[src/rtl/mvb_tx_sequencer_if.sv]
// Request/status bundle between a frame source and the MVB transmit sequencer.
// The source drives the request fields and sees busy/done/err back.
interface mvb_tx_sequencer_if #(
    parameter int DATA_W = 64
) ();
    logic              tx_start;
    logic              tx_master;
    logic [1:0]        tx_len;
    logic [DATA_W-1:0] tx_data;
    logic              tx_busy;
    logic              tx_done;
    logic              tx_err;

    modport master (
        output tx_start, tx_master, tx_len, tx_data,
        input  tx_busy, tx_done, tx_err
    );

    modport slave (
        input  tx_start, tx_master, tx_len, tx_data,
        output tx_busy, tx_done, tx_err
    );
endinterface

[src/rtl/mvb_tx_sequencer.sv]
// MVB transmit frame sequencer: start delimiter via the external generator,
// Manchester payload and check byte from a local shifter, then the end delimiter.
module mvb_tx_sequencer #(
    parameter int DATA_W         = 64,
    parameter int START_SEND_CYC = 19,
    parameter int END_SEND_CYC   = 4
) (
    input  logic                clk_3M,
    input  logic                reset,
    mvb_tx_sequencer_if.slave   tx,
    input  logic                delimiter_in,
    output logic                send_delimiter,
    output logic [1:0]          delimiter_format,
    output logic                line_out,
    output logic                line_en
);
    typedef enum logic [2:0] {IDLE, SDELIM, DATA, CRC, EDELIM} state_t;

    state_t      state_reg, state_next;
    logic [4:0]  phase_reg, phase_next;
    logic [7:0]  hb_reg, hb_next;
    logic [7:0]  last_hb_reg, last_hb_next;
    logic [63:0] shift_reg, shift_next;
    logic [6:0]  crc_reg, crc_next;
    logic        par_reg, par_next;
    logic [1:0]  fmt_reg, fmt_next;
    logic        line_out_reg, line_out_next;
    logic        line_en_reg, line_en_next;
    logic        done_reg, done_next;
    logic        err_reg, err_next;

    logic [DATA_W-1:0] data_in;
    logic              cur_bit;
    logic              crc_fb;
    logic [6:0]        crc_step;
    logic [7:0]        check_byte;

    assign data_in    = tx.tx_data;
    assign cur_bit    = shift_reg[63];
    assign crc_fb     = crc_reg[6] ^ cur_bit;
    // G(x) = x^7+x^6+x^5+x^2+1, MSB-first Galois form
    assign crc_step   = {crc_reg[5:0], 1'b0} ^ (crc_fb ? 7'h65 : 7'h00);
    assign check_byte = {~crc_step, par_reg ^ cur_bit ^ (^(~crc_step))};

    always_comb begin
        state_next    = state_reg;
        phase_next    = phase_reg;
        hb_next       = hb_reg;
        last_hb_next  = last_hb_reg;
        shift_next    = shift_reg;
        crc_next      = crc_reg;
        par_next      = par_reg;
        fmt_next      = fmt_reg;
        line_out_next = 1'b0;
        line_en_next  = 1'b0;
        done_next     = 1'b0;
        err_next      = 1'b0;

        unique case (state_reg)
            IDLE: begin
                if (tx.tx_start) begin
                    if (!tx.tx_master && tx.tx_len == 2'b11) begin
                        err_next = 1'b1;
                    end else begin
                        state_next = SDELIM;
                        phase_next = 5'd0;
                        hb_next    = 8'd0;
                        crc_next   = 7'd0;
                        par_next   = 1'b0;
                        fmt_next   = tx.tx_master ? 2'b01 : 2'b10;
                        // Left-align the frame so the first bit sent is always shift_reg[63]
                        if (tx.tx_master || tx.tx_len == 2'b00) begin
                            shift_next   = {data_in[15:0], 48'd0};
                            last_hb_next = 8'd31;
                        end else if (tx.tx_len == 2'b01) begin
                            shift_next   = {data_in[31:0], 32'd0};
                            last_hb_next = 8'd63;
                        end else begin
                            shift_next   = data_in[63:0];
                            last_hb_next = 8'd127;
                        end
                    end
                end
            end
            SDELIM: begin
                phase_next = phase_reg + 5'd1;
                // Generator output lags its enable by one cycle, so phase 0 has nothing yet
                if (phase_reg != 5'd0) begin
                    line_out_next = delimiter_in;
                    line_en_next  = 1'b1;
                end
                if (phase_reg == 5'(START_SEND_CYC - 1)) begin
                    state_next = DATA;
                    phase_next = 5'd0;
                    hb_next    = 8'd0;
                end
            end
            DATA: begin
                hb_next       = hb_reg + 8'd1;
                line_out_next = hb_reg[0] ? ~cur_bit : cur_bit;
                line_en_next  = 1'b1;
                if (hb_reg[0]) begin
                    shift_next = {shift_reg[62:0], 1'b0};
                    crc_next   = crc_step;
                    par_next   = par_reg ^ cur_bit;
                end
                if (hb_reg == last_hb_reg) begin
                    state_next = CRC;
                    hb_next    = 8'd0;
                    shift_next = {check_byte, 56'd0};
                end
            end
            CRC: begin
                hb_next       = hb_reg + 8'd1;
                line_out_next = hb_reg[0] ? ~cur_bit : cur_bit;
                line_en_next  = 1'b1;
                if (hb_reg[0]) begin
                    shift_next = {shift_reg[62:0], 1'b0};
                end
                // End-delimiter request overlaps the last check half-bit
                if (hb_reg == 8'd14) begin
                    fmt_next = 2'b11;
                end
                if (hb_reg == 8'd15) begin
                    state_next = EDELIM;
                    phase_next = 5'd0;
                    hb_next    = 8'd0;
                end
            end
            EDELIM: begin
                phase_next = phase_reg + 5'd1;
                if (phase_reg <= 5'(END_SEND_CYC - 1)) begin
                    line_out_next = delimiter_in;
                    line_en_next  = 1'b1;
                end
                if (phase_reg == 5'(END_SEND_CYC)) begin
                    state_next = IDLE;
                    phase_next = 5'd0;
                    done_next  = 1'b1;
                end
            end
            default: begin
                state_next = IDLE;
            end
        endcase
    end

    always_ff @(posedge clk_3M or negedge reset) begin
        if (!reset) begin
            state_reg    <= IDLE;
            phase_reg    <= 5'd0;
            hb_reg       <= 8'd0;
            last_hb_reg  <= 8'd0;
            shift_reg    <= 64'd0;
            crc_reg      <= 7'd0;
            par_reg      <= 1'b0;
            fmt_reg      <= 2'b00;
            line_out_reg <= 1'b0;
            line_en_reg  <= 1'b0;
            done_reg     <= 1'b0;
            err_reg      <= 1'b0;
        end else begin
            state_reg    <= state_next;
            phase_reg    <= phase_next;
            hb_reg       <= hb_next;
            last_hb_reg  <= last_hb_next;
            shift_reg    <= shift_next;
            crc_reg      <= crc_next;
            par_reg      <= par_next;
            fmt_reg      <= fmt_next;
            line_out_reg <= line_out_next;
            line_en_reg  <= line_en_next;
            done_reg     <= done_next;
            err_reg      <= err_next;
        end
    end

    assign send_delimiter   = (state_reg == SDELIM) ||
                              (state_reg == CRC && hb_reg == 8'd15) ||
                              (state_reg == EDELIM && phase_reg < 5'(END_SEND_CYC - 1));
    assign delimiter_format = fmt_reg;
    assign line_out         = line_out_reg;
    assign line_en          = line_en_reg;
    assign tx.tx_busy       = (state_reg != IDLE);
    assign tx.tx_done       = done_reg;
    assign tx.tx_err        = err_reg;
endmodule
[src/flat_wrapper.sv]
// flat-port wrapper written by rule: the top's interface ports become plain ports
module mvb_tx_sequencer_flat 
#(
    parameter int DATA_W         = 64,
    parameter int START_SEND_CYC = 19,
    parameter int END_SEND_CYC   = 4
)
  (clk_3M, reset, delimiter_in, send_delimiter, delimiter_format, line_out, line_en, tx_tx_start, tx_tx_master, tx_tx_len, tx_tx_data, tx_tx_busy, tx_tx_done, tx_tx_err);
  mvb_tx_sequencer_if #(.DATA_W(DATA_W)) tx_i ();
  input  logic clk_3M;
  input  logic reset;
  input  logic delimiter_in;
  output logic send_delimiter;
  output logic [1:0] delimiter_format;
  output logic line_out;
  output logic line_en;
  input wire logic [$bits(tx_i.tx_start)-1:0] tx_tx_start;
  input wire logic [$bits(tx_i.tx_master)-1:0] tx_tx_master;
  input wire logic [$bits(tx_i.tx_len)-1:0] tx_tx_len;
  input wire logic [$bits(tx_i.tx_data)-1:0] tx_tx_data;
  output wire logic [$bits(tx_i.tx_busy)-1:0] tx_tx_busy;
  output wire logic [$bits(tx_i.tx_done)-1:0] tx_tx_done;
  output wire logic [$bits(tx_i.tx_err)-1:0] tx_tx_err;
  assign tx_i.tx_start = tx_tx_start;
  assign tx_i.tx_master = tx_tx_master;
  assign tx_i.tx_len = tx_tx_len;
  assign tx_i.tx_data = tx_tx_data;
  assign tx_tx_busy = tx_i.tx_busy;
  assign tx_tx_done = tx_i.tx_done;
  assign tx_tx_err = tx_i.tx_err;
  mvb_tx_sequencer #(.DATA_W(DATA_W), .START_SEND_CYC(START_SEND_CYC), .END_SEND_CYC(END_SEND_CYC)) u_core (.clk_3M(clk_3M), .reset(reset), .tx(tx_i), .delimiter_in(delimiter_in), .send_delimiter(send_delimiter), .delimiter_format(delimiter_format), .line_out(line_out), .line_en(line_en));
endmodule
[config.mk]
export PLATFORM = sky130hd
export DESIGN_NAME = mvb_tx_sequencer_flat
export DESIGN_NICKNAME = d
export VERILOG_FILES = /design/src/rtl/mvb_tx_sequencer_if.sv /design/src/rtl/mvb_tx_sequencer.sv /design/src/flat_wrapper.sv
export SDC_FILE = /design/constraint.sdc
export NUM_CORES = 1
export LEC_CHECK = 0
export CORE_ASPECT_RATIO = 1.4
export CORE_MARGIN = 2
export CORE_UTILIZATION = 55
export CTS_CLUSTER_DIAMETER = 100
export DETAILED_ROUTE_END_ITERATION = 10
export PLACE_DENSITY = 0.83
export SYNTH_ARGS = -nofsm -noshare
export SYNTH_HDL_FRONTEND = slang
export SYNTH_SLANG_ARGS = --single-unit
[constraint.sdc]
create_clock -name clk_3M -period 2.71 [get_ports clk_3M]
set_input_delay 0.271 -clock clk_3M [delete_from_list [all_inputs] [get_ports clk_3M]]
set_output_delay 0.271 -clock clk_3M [all_outputs]
set_load 0.01 [all_outputs]
==> results_dict.tcl <==
set metrics [dict create \
    power_frac_seq_pct 40.5 \
    tns_ps 0 \
    fillCellCount 736 \
    fin_crit_sh_pct 94.8 \
    cts_buffer_depth 2 \
    ctsResizeCount 0 \
    io_buffers 78 \
    drt_pass1_iterations 5 \
    finalWorstPathRequiredPeriod_ps 2570 \
    skew_ps 4.83 \
    leakagePower_nw 2.87 \
    largest_reg_flops 64 \
    syn_nets 634 \
    p_int_mw 3.48 \
    synthXorXnorAreaFrac_pct 2.59 \
    worst_slew_pin_slew_ps 1080 \
    cts_hold_buf 1 \
    tritoncts "yes" \
    ir_drop_uv 574 \
    postSynthAreaPerCell_sq_um 9.70 \
    grt_pass1_vias 5097 \
    ioPinCount 79 \
    overflow 0 \
    core_sq_um 9510 \
    clock.fmax_mhz 389 \
    grt_usage_pct 31.2 \
    final_hold_viol_count 0 \
    hold-worst-slack_ps 430 \
    die_y_microns 121 \
    clk_root_buffer_cell "clkbuf_16" \
    synth-edff-count 0 \
    drt_iter0_markers 466 \
    drt-total-wl_microns 15800 \
    synth_ff_type "dfrtp_1" \
    setup_ws_ps 142 \
    vias 5017 \
    async_reset_ff_share_pct 100 \
    cts_buffers 9 \
    status "complete, no violations" \
    area_growth_pct 21.7 \
    grt_start_max_net_pins 57 \
    antennaDiodeCount 0 \
    crit_fanout 10 \
    cp-start-kind "flop" \
    crit_path_start "u_core.hb_reg[0]" \
    critPathKind "flop to primary output" \
    num_rows 42 \
    initial_core_util_pct 56.9 \
    multi_input_area_sq_um 2750 \
    setup_viol 0 \
    seq_area_frac_synth_pct 44.8 \
    place_congestion 0.911 \
    fin_nets 694 \
    maxCapViolCount 0 \
    switching_share_pct 36.6 \
    hold_class "primary input to asynchronous set/reset pin" \
    timing.rr.end "u_core.shift_reg[45]" \
    die_area_sq_um 10700 \
    clkPwrFrac_pct 22.3 \
    crit_end "send_delimiter" \
    switchingPower_mw 2.01 \
    r2r_cells 5 \
    yosys_warnings 0 \
    post-route-drc-count 0 \
    maxSlewViolCount 0 \
    synth_area_sq_um 5420 \
    dp_hpwl_microns 11100 \
    cp-end-kind "primary output" \
    grt_setup_unrepaired "false" \
    htreeDepth 3 \
    post-cts-setup-buffers 0 \
    synth_top_family_by_area "compound AO/OA/AOI/OAI gates" \
    clock_sinks 97 \
    r2r_start "u_core.hb_reg[0]" \
    synth-compound-area-share_pct 28.4 \
    viasPerCell 6.65 \
    power_density_nw_per_um2 834 \
    routedWlPerCell_microns 21.0 \
    synth-simple-area-share_pct 17.4 \
    clk_latency_ps 350 \
    r2r_slack_ps 260 \
    antenna_found_initial 0 \
    slew_headroom_pct 27.8 \
    synth_cells 558 \
    cp.required_ps 2440 \
    synthAdderAreaFrac_pct 1.16 \
    pre_cts_ws_ps 211 \
    arrival_ps 2300 \
    ys_types 56 \
    grt_pass1_wl_microns 25700 \
    seqCellArea_sq_um 2430 \
    synthMuxAreaShare_pct 1.02 \
    cts.clk_slew.worst_paths_ps 60 \
    ys_ff_latch 97 \
    drive_gt1_share_pct 8.68 \
    power_frac_comb_pct 37.2 \
    antenna_left 0 \
    die_w_microns 87.9 \
]
## how the worst min path moves through the flow
stage	from	to	slack [ps]	cells past startpoint
5_1_grt	reset	u_core.shift_reg[28]	480	2
6_report	reset	u_core.shift_reg[33]	430	2
3_5_place_dp	reset	u_core.shift_reg[33]	270	1
3_3_place_gp	reset	u_core.shift_reg[36]	250	1
4_1_cts	reset	u_core.shift_reg[28]	440	2
2_1_floorplan	reset	u_core.crc_reg[0]	-20	0
## synthesized netlist by cell type, types with 5 or more instances
master	number	area share, %
a21oi_1	18	1.7
a22o_1	6	0.97
xor2_1	5	0.81
nor2b_1	10	1.2
o22ai_1	11	1.3
o21ai_0	27	2.5
nor2_1	53	3.7
a221o_1	57	11
inv_1	5	0.35
dfrtp_1	97	45
nand2b_1	9	1.0
o31ai_1	8	1.1
ha_1	5	1.2
nand3_1	10	0.92
o211ai_1	7	0.97
a22oi_1	22	3.0
nand2_1	33	2.3
and3_1	36	4.2
xnor2_1	11	1.8
buf_2	13	1.2
a211oi_1	12	1.7
clkbuf_1	33	2.3
a2bb2oi_1	7	1.1
## cell families (layout without fill, tap and decap cells)
family / Yosys count / count (layout)
XOR/XNOR: 16 / 16
AO/OA/AOI/OAI: 197 / 197
multiplexers: 5 / 5
AND/OR/NAND/NOR: 181 / 181
buffers and inverters: 57 / 121
adder cells (fa/ha/maj): 5 / 5
flip-flops: 97 / 97
## metal layers
layer  global-route usage, %  vias to the layer above  share of wire (%)
met4                    19.4                        0                5.6
met3                    4.15                       57                6.0
met1                    38.4                     2467                 39
li1                        -                     2256                  -
met5                       0                        -                  0
met2                    50.9                      237                 49
## power by group through the flow
stage / registers, mW / logic [mW] / clock network (mW)
4_1_cts: 2.21 / 2.04 / 1.23
3_3_place_gp: 2.20 / 1.93 / 0
2_1_floorplan: 2.08 / 1.49 / 0
6_report: 2.23 / 2.04 / 1.23
5_1_grt: 2.27 / 2.24 / 1.31
3_5_place_dp: 2.22 / 2.01 / 0
## worst max-delay path, cell delays in order, from the launching register on
cell and delay, ps:
dfrtp_1 520, ha_1 320, and3_1 240, a21oi_1 140, nor2_1 50, a31o_2 210, clkdlybuf4s50_1 470
## cell type report
type | count | area share, %
clock inverters | 2 | 0.190
clock buffers | 13 | 4.10
repair buffers | 100 | 14.4
multi-input cells | 404 | 41.7
well taps | 132 | 2.51
inverters | 6 | 0.342
flip-flops and latches | 97 | 36.8
## cell usage in the layout, fill, tap and decap left out, types with 12 or more instances in the layout
cell             instances
a21oi_1                 18
buf_4                   22
a22oi_1                 22
nor2_1                  53
a221o_1                 57
clkdlybuf4s50_1         77
a211oi_1                12
o21ai_0                 27
and3_1                  35
nand2_1                 33
dfrtp_1                 97
## metrics by stage
step	util (%)	total power [mW]	cell area, sq um	cells
after global placement	66.2	4.14	6300	738
after floorplan	-	3.57	5420	558
final	69.3	5.50	6590	754
after detailed placement	66.2	4.22	6300	738
after CTS	69.3	5.48	6590	754
after global routing	69.3	5.81	6590	754
No activity file was read; power rests on OpenSTA's default activity.
